**config.mk**
```make
export PLATFORM = sky130hd
export DESIGN_NAME = rs_segment_sequencer
export DESIGN_NICKNAME = d
export VERILOG_FILES = /design/src/rtl/rs_segment_sequencer.sv
export SDC_FILE = /design/constraint.sdc
export NUM_CORES = 1
export LEC_CHECK = 0
export CELL_PAD_IN_SITES_DETAIL_PLACEMENT = 1
export CELL_PAD_IN_SITES_GLOBAL_PLACEMENT = 1
export CORE_MARGIN = 10
export CORE_UTILIZATION = 35
export DETAILED_ROUTE_END_ITERATION = 10
export PLACE_DENSITY = 0.86
export REMOVE_ABC_BUFFERS = 1
export SETUP_SLACK_MARGIN = 0.02
export SLEW_MARGIN = 10
export SYNTH_ARGS = -nofsm -noshare
export SYNTH_HDL_FRONTEND = slang
export SYNTH_SLANG_ARGS = --single-unit
```
**constraint.sdc**
```tcl
create_clock -name clk -period 4.33 [get_ports clk]
set_input_delay 0.866 -clock clk [delete_from_list [all_inputs] [get_ports clk]]
set_output_delay 0.866 -clock clk [all_outputs]
set_load 0.02 [all_outputs]
```
**src/rtl/rs_segment_sequencer.sv**
```systemverilog
// Purpose : sequences Reed-Solomon segments (gap, data bytes, parity or decoder wait) for one job.
// Latency : a source byte appears on synDataI the cycle after its srcValid/srcReady handshake.
// Backpressure: srcReady drops in every issue cycle (max one byte per two cycles); a stalled source holds the accept cycle.
//
// Ports:
//   clk, reset                 - clock, synchronous active-high reset
//   start, encode, abort       - job start (encode sampled with start), job cancel (highest priority)
//   busy, done, segIndex       - job active, one-cycle completion pulse, current segment number
//   srcData/srcBlank/srcValid/srcReady - byte source with per-byte erasure flag
//   sinkData/sinkValid         - parity bytes returned by the syndrome block (encode mode)
//   syn*                       - syndrome/encoder side: run/mode/end-of-segment/data/valid/erasure
//   synDataO, rsDone           - parity byte from encoder, decoder finished with segment
// Build option: define RS_SEQ_STATS_EN to add saturating byteCount/segCount outputs.
module rs_segment_sequencer #(
    parameter int DATA_LEN = 172,
    parameter int PAR_LEN  = 4,
    parameter int SEG_NUM  = 3,
    parameter int GAP      = 3
) (
    input  logic       clk,
    input  logic       reset,
    input  logic       start,
    input  logic       encode,
    input  logic       abort,
    output logic       busy,
    output logic       done,
    output logic [1:0] segIndex,
    input  logic [7:0] srcData,
    input  logic       srcBlank,
    input  logic       srcValid,
    output logic       srcReady,
    output logic [7:0] sinkData,
    output logic       sinkValid,
    output logic       synRunning,
    output logic       synEncoding,
    output logic       synEndSegment,
    output logic [7:0] synDataI,
    output logic       synValid,
    output logic       synBlanking,
    input  logic [7:0] synDataO,
    input  logic       rsDone
`ifdef RS_SEQ_STATS_EN
    ,
    output logic [15:0] byteCount,
    output logic [7:0]  segCount
`endif
);

    localparam int TOTAL_MAX = DATA_LEN + PAR_LEN;
    localparam int CNT_W     = $clog2(TOTAL_MAX + 1);
    localparam int GAP_W     = (GAP > 1) ? $clog2(GAP) : 1;
    localparam int PAR_W     = (PAR_LEN > 0) ? $clog2(PAR_LEN + 1) : 1;

    localparam logic [2:0] S_IDLE    = 3'd0;
    localparam logic [2:0] S_GAP     = 3'd1;
    localparam logic [2:0] S_DATA    = 3'd2;
    localparam logic [2:0] S_PARITY  = 3'd3;
    localparam logic [2:0] S_WAIT_RS = 3'd4;
    localparam logic [2:0] S_DONE    = 3'd5;

    // With no gap configured a segment starts directly in DATA.
    localparam logic [2:0]       S_SEG_ENTRY = (GAP == 0) ? S_DATA : S_GAP;
    localparam logic [1:0]       LAST_SEG    = 2'(SEG_NUM - 1);
    localparam logic [CNT_W-1:0] LEN_ENC     = CNT_W'(DATA_LEN);
    localparam logic [CNT_W-1:0] LEN_DEC     = CNT_W'(TOTAL_MAX);
    localparam logic [GAP_W-1:0] GAP_LAST    = GAP_W'((GAP > 0) ? GAP - 1 : 0);
    localparam logic [PAR_W-1:0] PAR_END     = PAR_W'(PAR_LEN);

    logic [2:0]       state_q, state_d;
    logic [GAP_W-1:0] gap_cnt_q, gap_cnt_d;
    logic [CNT_W-1:0] byte_cnt_q, byte_cnt_d;
    logic [PAR_W-1:0] par_cnt_q, par_cnt_d;
    logic [1:0]       seg_idx_q, seg_idx_d;
    logic             encoding_q, encoding_d;
    logic             syn_valid_q, syn_valid_d;
    logic [7:0]       syn_data_q, syn_data_d;
    logic             syn_blank_q, syn_blank_d;
    logic             syn_end_q, syn_end_d;
    logic             par_pulse_q, par_pulse_d;   // current synValid pulse is a parity request
    logic             sink_vld_q, sink_vld_d;

    logic [CNT_W-1:0] seg_len;
    logic             src_rdy;
    logic             end_segment;

    always_comb begin
        state_d     = state_q;
        gap_cnt_d   = gap_cnt_q;
        byte_cnt_d  = byte_cnt_q;
        par_cnt_d   = par_cnt_q;
        seg_idx_d   = seg_idx_q;
        encoding_d  = encoding_q;
        syn_valid_d = 1'b0;
        syn_data_d  = 8'h00;
        syn_blank_d = 1'b0;
        syn_end_d   = 1'b0;
        par_pulse_d = 1'b0;
        sink_vld_d  = par_pulse_q;
        src_rdy     = 1'b0;
        end_segment = 1'b0;
        seg_len     = encoding_q ? LEN_ENC : LEN_DEC;

        case (state_q)
            S_IDLE: begin
                if (start) begin
                    state_d    = S_SEG_ENTRY;
                    encoding_d = encode;
                    seg_idx_d  = 2'd0;
                    gap_cnt_d  = '0;
                    byte_cnt_d = '0;
                    par_cnt_d  = '0;
                end
            end
            S_GAP: begin
                if (gap_cnt_q == GAP_LAST) begin
                    state_d = S_DATA;
                end else begin
                    gap_cnt_d = gap_cnt_q + GAP_W'(1);
                end
            end
            S_DATA: begin
                // Ready only in accept cycles; the issue cycle is marked by syn_valid_q.
                src_rdy = ~syn_valid_q;
                if (src_rdy && srcValid) begin
                    syn_valid_d = 1'b1;
                    syn_data_d  = srcData;
                    syn_blank_d = srcBlank;
                    byte_cnt_d  = byte_cnt_q + CNT_W'(1);
                    if (byte_cnt_q == seg_len - CNT_W'(1)) begin
                        syn_end_d = 1'b1;
                        state_d   = encoding_q ? S_PARITY : S_WAIT_RS;
                    end
                end
            end
            S_PARITY: begin
                // Pulses alternate with idle cycles; the idle cycle returns the parity byte on the sink.
                if (!syn_valid_q) begin
                    if (par_cnt_q != PAR_END) begin
                        syn_valid_d = 1'b1;
                        par_pulse_d = 1'b1;
                        par_cnt_d   = par_cnt_q + PAR_W'(1);
                    end else begin
                        end_segment = 1'b1;
                    end
                end
            end
            S_WAIT_RS: begin
                end_segment = rsDone;
            end
            S_DONE: begin
                state_d = S_IDLE;
            end
            default: begin
                state_d = S_IDLE;
            end
        endcase

        if (end_segment) begin
            if (seg_idx_q == LAST_SEG) begin
                state_d = S_DONE;
            end else begin
                state_d    = S_SEG_ENTRY;
                seg_idx_d  = seg_idx_q + 2'd1;
                gap_cnt_d  = '0;
                byte_cnt_d = '0;
                par_cnt_d  = '0;
            end
        end

        // Abort overrides everything, including a simultaneous start or handshake.
        if (abort) begin
            state_d     = S_IDLE;
            gap_cnt_d   = '0;
            byte_cnt_d  = '0;
            par_cnt_d   = '0;
            seg_idx_d   = 2'd0;
            encoding_d  = 1'b0;
            syn_valid_d = 1'b0;
            syn_data_d  = 8'h00;
            syn_blank_d = 1'b0;
            syn_end_d   = 1'b0;
            par_pulse_d = 1'b0;
            sink_vld_d  = 1'b0;
        end
    end

    always_ff @(posedge clk) begin
        if (reset) begin
            state_q     <= S_IDLE;
            gap_cnt_q   <= '0;
            byte_cnt_q  <= '0;
            par_cnt_q   <= '0;
            seg_idx_q   <= 2'd0;
            encoding_q  <= 1'b0;
            syn_valid_q <= 1'b0;
            syn_data_q  <= 8'h00;
            syn_blank_q <= 1'b0;
            syn_end_q   <= 1'b0;
            par_pulse_q <= 1'b0;
            sink_vld_q  <= 1'b0;
        end else begin
            state_q     <= state_d;
            gap_cnt_q   <= gap_cnt_d;
            byte_cnt_q  <= byte_cnt_d;
            par_cnt_q   <= par_cnt_d;
            seg_idx_q   <= seg_idx_d;
            encoding_q  <= encoding_d;
            syn_valid_q <= syn_valid_d;
            syn_data_q  <= syn_data_d;
            syn_blank_q <= syn_blank_d;
            syn_end_q   <= syn_end_d;
            par_pulse_q <= par_pulse_d;
            sink_vld_q  <= sink_vld_d;
        end
    end

    assign busy          = (state_q != S_IDLE);
    assign done          = (state_q == S_DONE);
    assign synRunning    = busy & ~done;
    assign segIndex      = seg_idx_q;
    assign synEncoding   = encoding_q;
    assign synValid      = syn_valid_q;
    assign synDataI      = syn_data_q;
    assign synBlanking   = syn_blank_q;
    assign synEndSegment = syn_end_q;
    // A byte handshaked in an abort cycle is dropped, so do not advertise ready then.
    assign srcReady      = src_rdy & ~abort;
    assign sinkValid     = sink_vld_q;
    // The encoder presents parity the cycle after the request; pass it through only in that cycle.
    assign sinkData      = sink_vld_q ? synDataO : 8'h00;

`ifdef RS_SEQ_STATS_EN
    logic [15:0] byte_count_q, byte_count_d;
    logic [7:0]  seg_count_q, seg_count_d;
    logic        data_issue;
    logic        seg_complete;

    always_comb begin
        data_issue   = syn_valid_q & ~par_pulse_q;
        // PARITY/WAIT_RS are only left by finishing the segment or by abort.
        seg_complete = ((state_q == S_PARITY) || (state_q == S_WAIT_RS)) &&
                       (state_d != state_q) && !abort;
        byte_count_d = byte_count_q;
        seg_count_d  = seg_count_q;
        if (data_issue && (byte_count_q != 16'hFFFF)) begin
            byte_count_d = byte_count_q + 16'd1;
        end
        if (seg_complete && (seg_count_q != 8'hFF)) begin
            seg_count_d = seg_count_q + 8'd1;
        end
    end

    always_ff @(posedge clk) begin
        if (reset) begin
            byte_count_q <= 16'd0;
            seg_count_q  <= 8'd0;
        end else begin
            byte_count_q <= byte_count_d;
            seg_count_q  <= seg_count_d;
        end
    end

    assign byteCount = byte_count_q;
    assign segCount  = seg_count_q;
`endif

endmodule

```
### Word level (Yosys, flattened, before mapping)

Cells that the tools add are included.
W data, S select, Z words.

* bits in writable memories: 0
* memories: 0
* latch bits: 0
* flip-flop bits (word level): 32
* memory bits (read-only): 0
* output and inout port bits: 27

* magnitude comparators: 0
* multiply operators: 0
* div/mod/pow operators: 0
* multiplexer cells: 39
* add/sub/neg operators: 5
* reductions and logical operators: 9
* shift operators: 0
* equal/unequal tests: 14
* bitwise operators: 8

Operators with widths (count)
* $mux W8: 5
* $mux W3: 12
* $mux W2: 8
* $pmux W8 S2: 1
* $ne A3 B3 Y1 const B: 5
* $pmux W3 S4: 1
* $add A8 B1 Y8 const B: 1
* $eq A8 B8 Y1: 1
* $sub A8 B1 Y8 const B: 1
* $mux W1: 7
* $eq A3 B2 Y1 const B: 2
* $eq A3 B3 Y1 const B: 2
* $not A1 Y1: 6
* $pmux W3 S2: 1
* $mux W5: 1
* $reduce_and A5 Y1: 1
* $add A2 B1 Y2 const B: 2
* $eq A2 B2 Y1 const B: 2
* $pmux W1 S2: 2
* $pmux W2 S2: 1
* $reduce_or A2 Y1: 2
* $reduce_or A4 Y1: 1
* $add A3 B1 Y3 const B: 1
* $eq A3 B1 Y1 const B: 1
* other kinds (7): 8

### Longest topological paths before layout

Gate-level depths: netlist (run 1).

* depth in word-level cells: 7
* mapped depth: 7

### Worst setup path after synthesis (run 1)

OpenSTA, ideal clock, no wires.

* path type: input -> output
* start point: input abort
* end point: output srcReady
* stages on the path: 1
* setup slack: 2.113 ns
* required time: 3.464 ns
* data arrival time: 1.351 ns
* cell sequence: nor3_1

* longest elaborated chain between the ends: 2

RTL lines
* from (decl): line 24 `input logic abort,`
* $not A1 Y1: line 227 `assign srcReady = src_rdy & ~abort;`
* $and A1 B1 Y1: line 227
* to (decl): line 31 `output logic srcReady,`

No other way between the ends.

### Worst setup path after layout (run 1)

* start point: register state_q[1]
* end point: output srcReady

* longest elaborated chain between the ends: 3

RTL lines
* from (decl): line 69 `logic [2:0] state_q, state_d;`
* from (signal assigned): line 202 `state_q <= state_d;`
* $eq A3 B2 Y1: line 103 `case (state_q)`
* $mux W1: line 103
* $and A1 B1 Y1: line 227

No other way between the ends.

==> metrics.cfg, run 1 <==
[power_and_ir_drop]
switching_share = 0.228
power.internal_uw = 498
p_seq_frac = 0.465
p_leak_nw = 0.806
vdd_drop_max_uv = 111
switching_power_uw = 147
powerDensity_nw_per_um2 = 295
pwr-share-clk = 0.445
p_comb_frac = 0.090

[die]
ios = 51
rows = 23
die_h_um = 86.1
initial_core_util = 0.372
dieArea_sq_um = 7420
die_w_um = 86.1
core_area_sq_um = 4120

[setup_path]
cp_max_fo = 15
crit_type = reg2out
cp_top_family = simple AND/OR/NAND/NOR gates
rr_worst_depth = 5
worst-path-stages = 3
slowest_delay_ns = 0.64
critical_path_buf_inv_count = 1
crit_slowest_cell = clkdlybuf4s50_1
crit_path_start_kind = flop
endpoint_kind = output port
path_cells = or3b_1, nor3_1, clkdlybuf4s50_1
crit_arrival_ns = 2.31
critPathRequiredTime_ns = 3.46

[sta]
slew_headroom = 0.591
slew_viol_final = 0
setup_slack_ns = 1.15
setup_tns_ns = 0
tightest_slew_ns = 0.612
finalClockSkew_ns = 0.00708
finalCritPeriodShare = 0.734
rsz0062_at_grt = no
max_freq_mhz = 315
hold_viol = 0
min_period_ns = 3.18
setup_viol = 0

[run]
maxCapViolCount = 0

[yosys]
yosysTopAreaCellShare = 0.419
ys_top_cells_by_area = dfxtp_1 42%, nor2_1 6.4%, a21oi_1 4.3%
ys_seq_elements = 32
synth_cell_types = 44
async_flop_share = 0
syn-mean-instance-area_sq_um = 8.41
ys_seq_area_frac = 0.419
yosys_warnings = 0
post-synth-top-area-cell = dfxtp_1
syn_inst = 182
synth_edf_count = 0
synth.most_common_cell = dfxtp_1
netlist_area_sq_um = 1530
synth_ff_type = dfxtp_1
synth_commonest_cells = 32 x dfxtp_1, 26 x nor2_1, 13 x a21oi_1, 13 x nand2_1, 11 x inv_1

[global_routing]
grt_overflow = 0
grt_pass1_vias = 1604
antenna_found_initial = 0
track_usage = 0.135
grt_pass1_wl_um = 8140
grt_max_degree = 17

[clock_tree]
cts_sinks = 32
cts_root_buf = clkbuf_8
cts_tree = done
clkLatencyLatePin_ns = 0.29
post_cts_buffers = 0
cts.path.max_buffers = 2
cts.clk_slew.worst_paths_ns = 0.07
post_cts_resized = 0
h-tree-depth = 2
cts_buffers = 5
cts_hold_buf = 0

[place]
hpwl_um = 3780
place.gp.congestion = 0.780
dp_slack_ns = 1.29
io_buffers = 50

[cells_and_area]
antenna-diode-count = 0
nFillCells = 489
area_delta_synth_final_pct = 42.9
drive_above_1_share = 0.0598
nets = 262

[run_status]
status = finished, final reports clean

[drt]
vias = 1543
drc = 0
routedWlPerCell_um = 17.6
drt-total-wl_um = 5010
firstDrtPassIters = 4
viasPerCell = 5.43
dr.first_iter.drc_count = 77
antenna_left = 0

[hold_path]
hold_class = reg2reg
hold_depth = 1

kinds of logic (layout without fill, tap and decap cells):
family	after synthesis	in the layout	share of synthesized area
buffers and inverters	20	72	0.0507
AOI/OAI and AO/OA	37	37	0.172
DFF	32	32	0.419
adders and majority gates	5	5	0.0409
and+or+nand+nor	84	84	0.291
xor gates and xnor gates	1	1	0.00572
muxes	3	3	0.0213
path summary, 6_finish.rpt:
check / startpoint / to / slack [ns]
worst min-delay path: par_pulse_q / sinkValid / 0.44
worst max-delay path: state_q[1] / srcReady / 1.15
worst max register to register: state_q[1] / byte_cnt_q[7] / 1.96
worst min register to register: par_pulse_q / sinkValid / 0.44
per-layer routing:
| layer | up-vias | GRT usage | routed length [um] |
|---|---|---|---|
| li1 | 743 | - | - |
| met1 | 734 | 0.151 | 2280 |
| met3 | 9 | 0.0501 | 350 |
| met5 | - | 0 | 0 |
| met4 | 0 | 0.0524 | 87 |
| met2 | 57 | 0.227 | 2290 |
cell type report:
| type | instances | area, sq um | area share |
|---|---|---|---|
| clock buffer | 6 | 72.6 | 0.0332 |
| clock inverter | 2 | 35.0 | 0.0160 |
| timing repair buffer | 53 | 523 | 0.239 |
| tap | 50 | 62.6 | 0.0286 |
| sequential | 32 | 641 | 0.293 |
| multi-input combinational | 130 | 812 | 0.371 |
| inverter | 11 | 41.3 | 0.0189 |
stage by stage:
stage	utilization	hold slack (ns)	cell area (sq um)	instances	power [mW]
floorplan	-	0.406	1490	173	0.328
global placement	0.505	0.409	2080	276	0.363
detailed placement	0.505	0.419	2080	276	0.365
CTS	0.531	0.455	2190	284	0.651
global route	0.531	0.477	2190	284	0.666
finish	0.531	0.444	2190	284	0.645
registers in the layout, indices dropped and copies added (netlist names), 2 cells and up:
name	count
gap_cnt_q	2
par_cnt_q	3
segIndex	2
byte_cnt_q	8
state_q	3
synDataI	8
power groups by stage:
stage	registers, mW	logic [mW]	clock network (mW)
floorplan	0.306	0.0226	0
global placement	0.306	0.0568	0
detailed placement	0.306	0.0584	0
CTS	0.300	0.0589	0.292
global route	0.300	0.0638	0.302
finish	0.300	0.0583	0.287
cell usage in the layout (no fill, tap or decap), drive strengths merged, types with 2 or more instances in the layout:
cell	synthesis	routed
ha	5	5
clkbuf	6	6
nand3b	2	2
a211oi	2	2
nor4bb	2	2
and2	10	10
dfxtp	32	32
inv	11	11
nand2	13	13
a31oi	2	2
o21ai	5	5
buf	3	3
nand3	5	5
nor2	26	26
or2	2	2
a21oi	13	13
nand2b	3	3
and3	10	10
nor3	5	5
a32oi	3	3
clkdlybuf4s50	0	50
a2111oi	2	2
mux2	2	2
Power figures use the tool's default switching activity.
==> run 2, diff against run 1 <==
CORE_UTILIZATION = 32   (was 35)
PLACE_DENSITY = 0.8   (was 0.86)
clock period = 3.2 ns   (was 4.33 ns; I/O delays follow)
==> metrics.cfg, run 2 (same netlist as run 1, synthesis figures left out) <==
[global_routing]
grt_util_met2 = 0.193  ; -0.0331
grt_pass1_vias = 1484  ; -7.5%
track_usage = 0.119  ; -0.0165
met1_usage = 0.144  ; -0.00646
grt_overflow = 0  ; unchanged
grt_max_degree = 16  ; -1
grt_pass1_wl_um = 7410  ; -8.9%
use_met3 = 0.0365  ; -0.0137
busiest_layer = met2
antenna_found_initial = 0  ; unchanged

[power_and_ir_drop]
powerDensity_nw_per_um2 = 396  ; +34%
vdd_drop_max_uv = 220  ; +98%
p_leak_nw = 0.821  ; +1.9%

[cells_and_area]
instances_no_fill = 291  ; +2.5%
nets = 265  ; +1.1%
multi_input_area_sq_um = 812  ; unchanged
antenna-diode-count = 0  ; unchanged
register_area_sq_um = 641  ; unchanged
mostFrequentLayoutCells = 50 x clkdlybuf4s50_1, 32 x dfxtp_1, 26 x nor2_1
drive_above_1_share = 0.0759  ; +0.0161
area_delta_synth_final_pct = 45.0
layout_commonest_cell = clkdlybuf4s50_1
nFillCells = 565  ; +16%

[setup_path]
cp_top_family = simple AND/OR/NAND/NOR gates
critPathRequiredTime_ns = 2.56  ; -0.90 ns
crit_arrival_ns = 1.94  ; -0.37 ns
slowest_delay_ns = 0.63  ; about the same
endpoint_kind = output port
crit_type = reg2out
path_cells = or3b_1, nor3_1, clkdlybuf4s50_1
crit_path_start_kind = flop
critical_path_buf_inv_count = 1  ; unchanged
crit_slowest_cell = clkdlybuf4s50_1
cp_max_fo = 8  ; -7

[die]
dieArea_sq_um = 7950  ; +7.2%
core_area_sq_um = 4690  ; +14%
initial_core_util = 0.326  ; -0.0457
rows = 25  ; +8.7%
die_h_um = 89.2  ; +3.5%
ios = 51  ; unchanged
die_w_um = 89.2  ; +3.5%

[sta]
slew_viol_final = 0  ; unchanged
rsz0062_at_grt = no
min_period_ns = 2.58
finalCritPeriodShare = 0.806
slew_headroom = 0.602  ; +0.0114
hold_viol = 0  ; unchanged
tightest_slew_ns = 0.595  ; -0.0170 ns
finalClockSkew_ns = 0.00643  ; -0.000650 ns
max_freq_mhz = 388
setup_tns_ns = 0  ; unchanged
setup_viol = 0  ; unchanged

[clock_tree]
cts_buffers = 5  ; unchanged
cts_tree = done
cts_sinks = 32  ; unchanged
h-tree-depth = 2  ; unchanged
cts.path.max_buffers = 2  ; unchanged
clkLatencyLatePin_ns = 0.29  ; about the same
post_cts_buffers = 0  ; unchanged
cts_hold_buf = 0  ; unchanged
cts_root_buf = clkbuf_8
post_cts_resized = 0  ; unchanged
cts.clk_slew.worst_paths_ns = 0.07  ; about the same

[hold_path]
hold_class = reg2reg

[drt]
dr.first_iter.drc_count = 78  ; +1.3%
firstDrtPassIters = 4  ; unchanged
vias = 1538  ; -0.32%
antenna_left = 0  ; unchanged
drt-total-wl_um = 4710  ; -6.1%
viasPerCell = 5.29  ; -2.7%
drc = 0  ; unchanged
routedWlPerCell_um = 16.2  ; -8.3%

[place]
hpwl_um = 3590  ; -5.2%
place.gp.congestion = 0.782  ; +0.33%
io_buffers = 50  ; unchanged
dp_cells = 283  ; +2.5%

[run]
maxCapViolCount = 0  ; unchanged

[run_status]
status = finished, final reports clean

[run 2: cell count changes in the layout (fill, tap and decap cells not counted)]
cell	before	now
clkinvlp_4	0	1
clkbuf_1	1	0
buf_4	3	6
[run 2: power breakdown]
part	switching [mW]	internal [mW]	leakage, nW
combinational	0.0402	0.0438	0.509
sequential	0.00190	0.400	0.258
clock	0.163	0.230	0.0541
total	0.205	0.674	0.821
[run 2: final cells by class]
| class | count | area share |
|---|---|---|
| Sequential cell | 32 | 0.289 |
| Inverter | 11 | 0.0186 |
| Clock inverter | 3 | 0.0192 |
| Clock buffer | 5 | 0.0310 |
| Tap cell | 54 | 0.0305 |
| Multi-Input combinational cell | 130 | 0.366 |
| Timing Repair Buffer | 56 | 0.246 |
[run 2: layer usage]
metal,vias to the layer above,share of wire,wire [um]
li1,750,-,-
met1,721,0.47,2200
met2,60,0.44,2060
met3,7,0.084,396
met4,0,0.011,53
met5,-,0,0
[run 2: worst register-to-register path, delay by kind of cell (launching register included)]
family | cells | cell delay [ns]
mux | 1 | 0.36
simple gates | 4 | 1.18
flops | 1 | 0.34
[run 2: per-stage QoR]
stage	hold WS (ns)	setup slack [ns]	total power, mW	util	cell area (sq um)
4_1_cts	0.439	0.615	0.890	0.473	2220
5_1_grt	0.447	0.584	0.918	0.473	2220
3_3_place_gp	0.408	0.686	0.493	0.449	2110
3_5_place_dp	0.423	0.665	0.495	0.449	2110
6_report	0.440	0.620	0.879	0.473	2220
2_1_floorplan	0.406	0.793	0.444	-	1490
[run 2: final timing paths]
kind                            slack, ns  cells after the start             to        start
worst max-delay path                 0.62                      3       srcReady   state_q[1]
worst min-delay path                 0.44                      1      sinkValid  par_pulse_q
worst max register to register       1.25                      5  byte_cnt_q[7]   state_q[1]
worst min register to register       0.44                      1      sinkValid  par_pulse_q
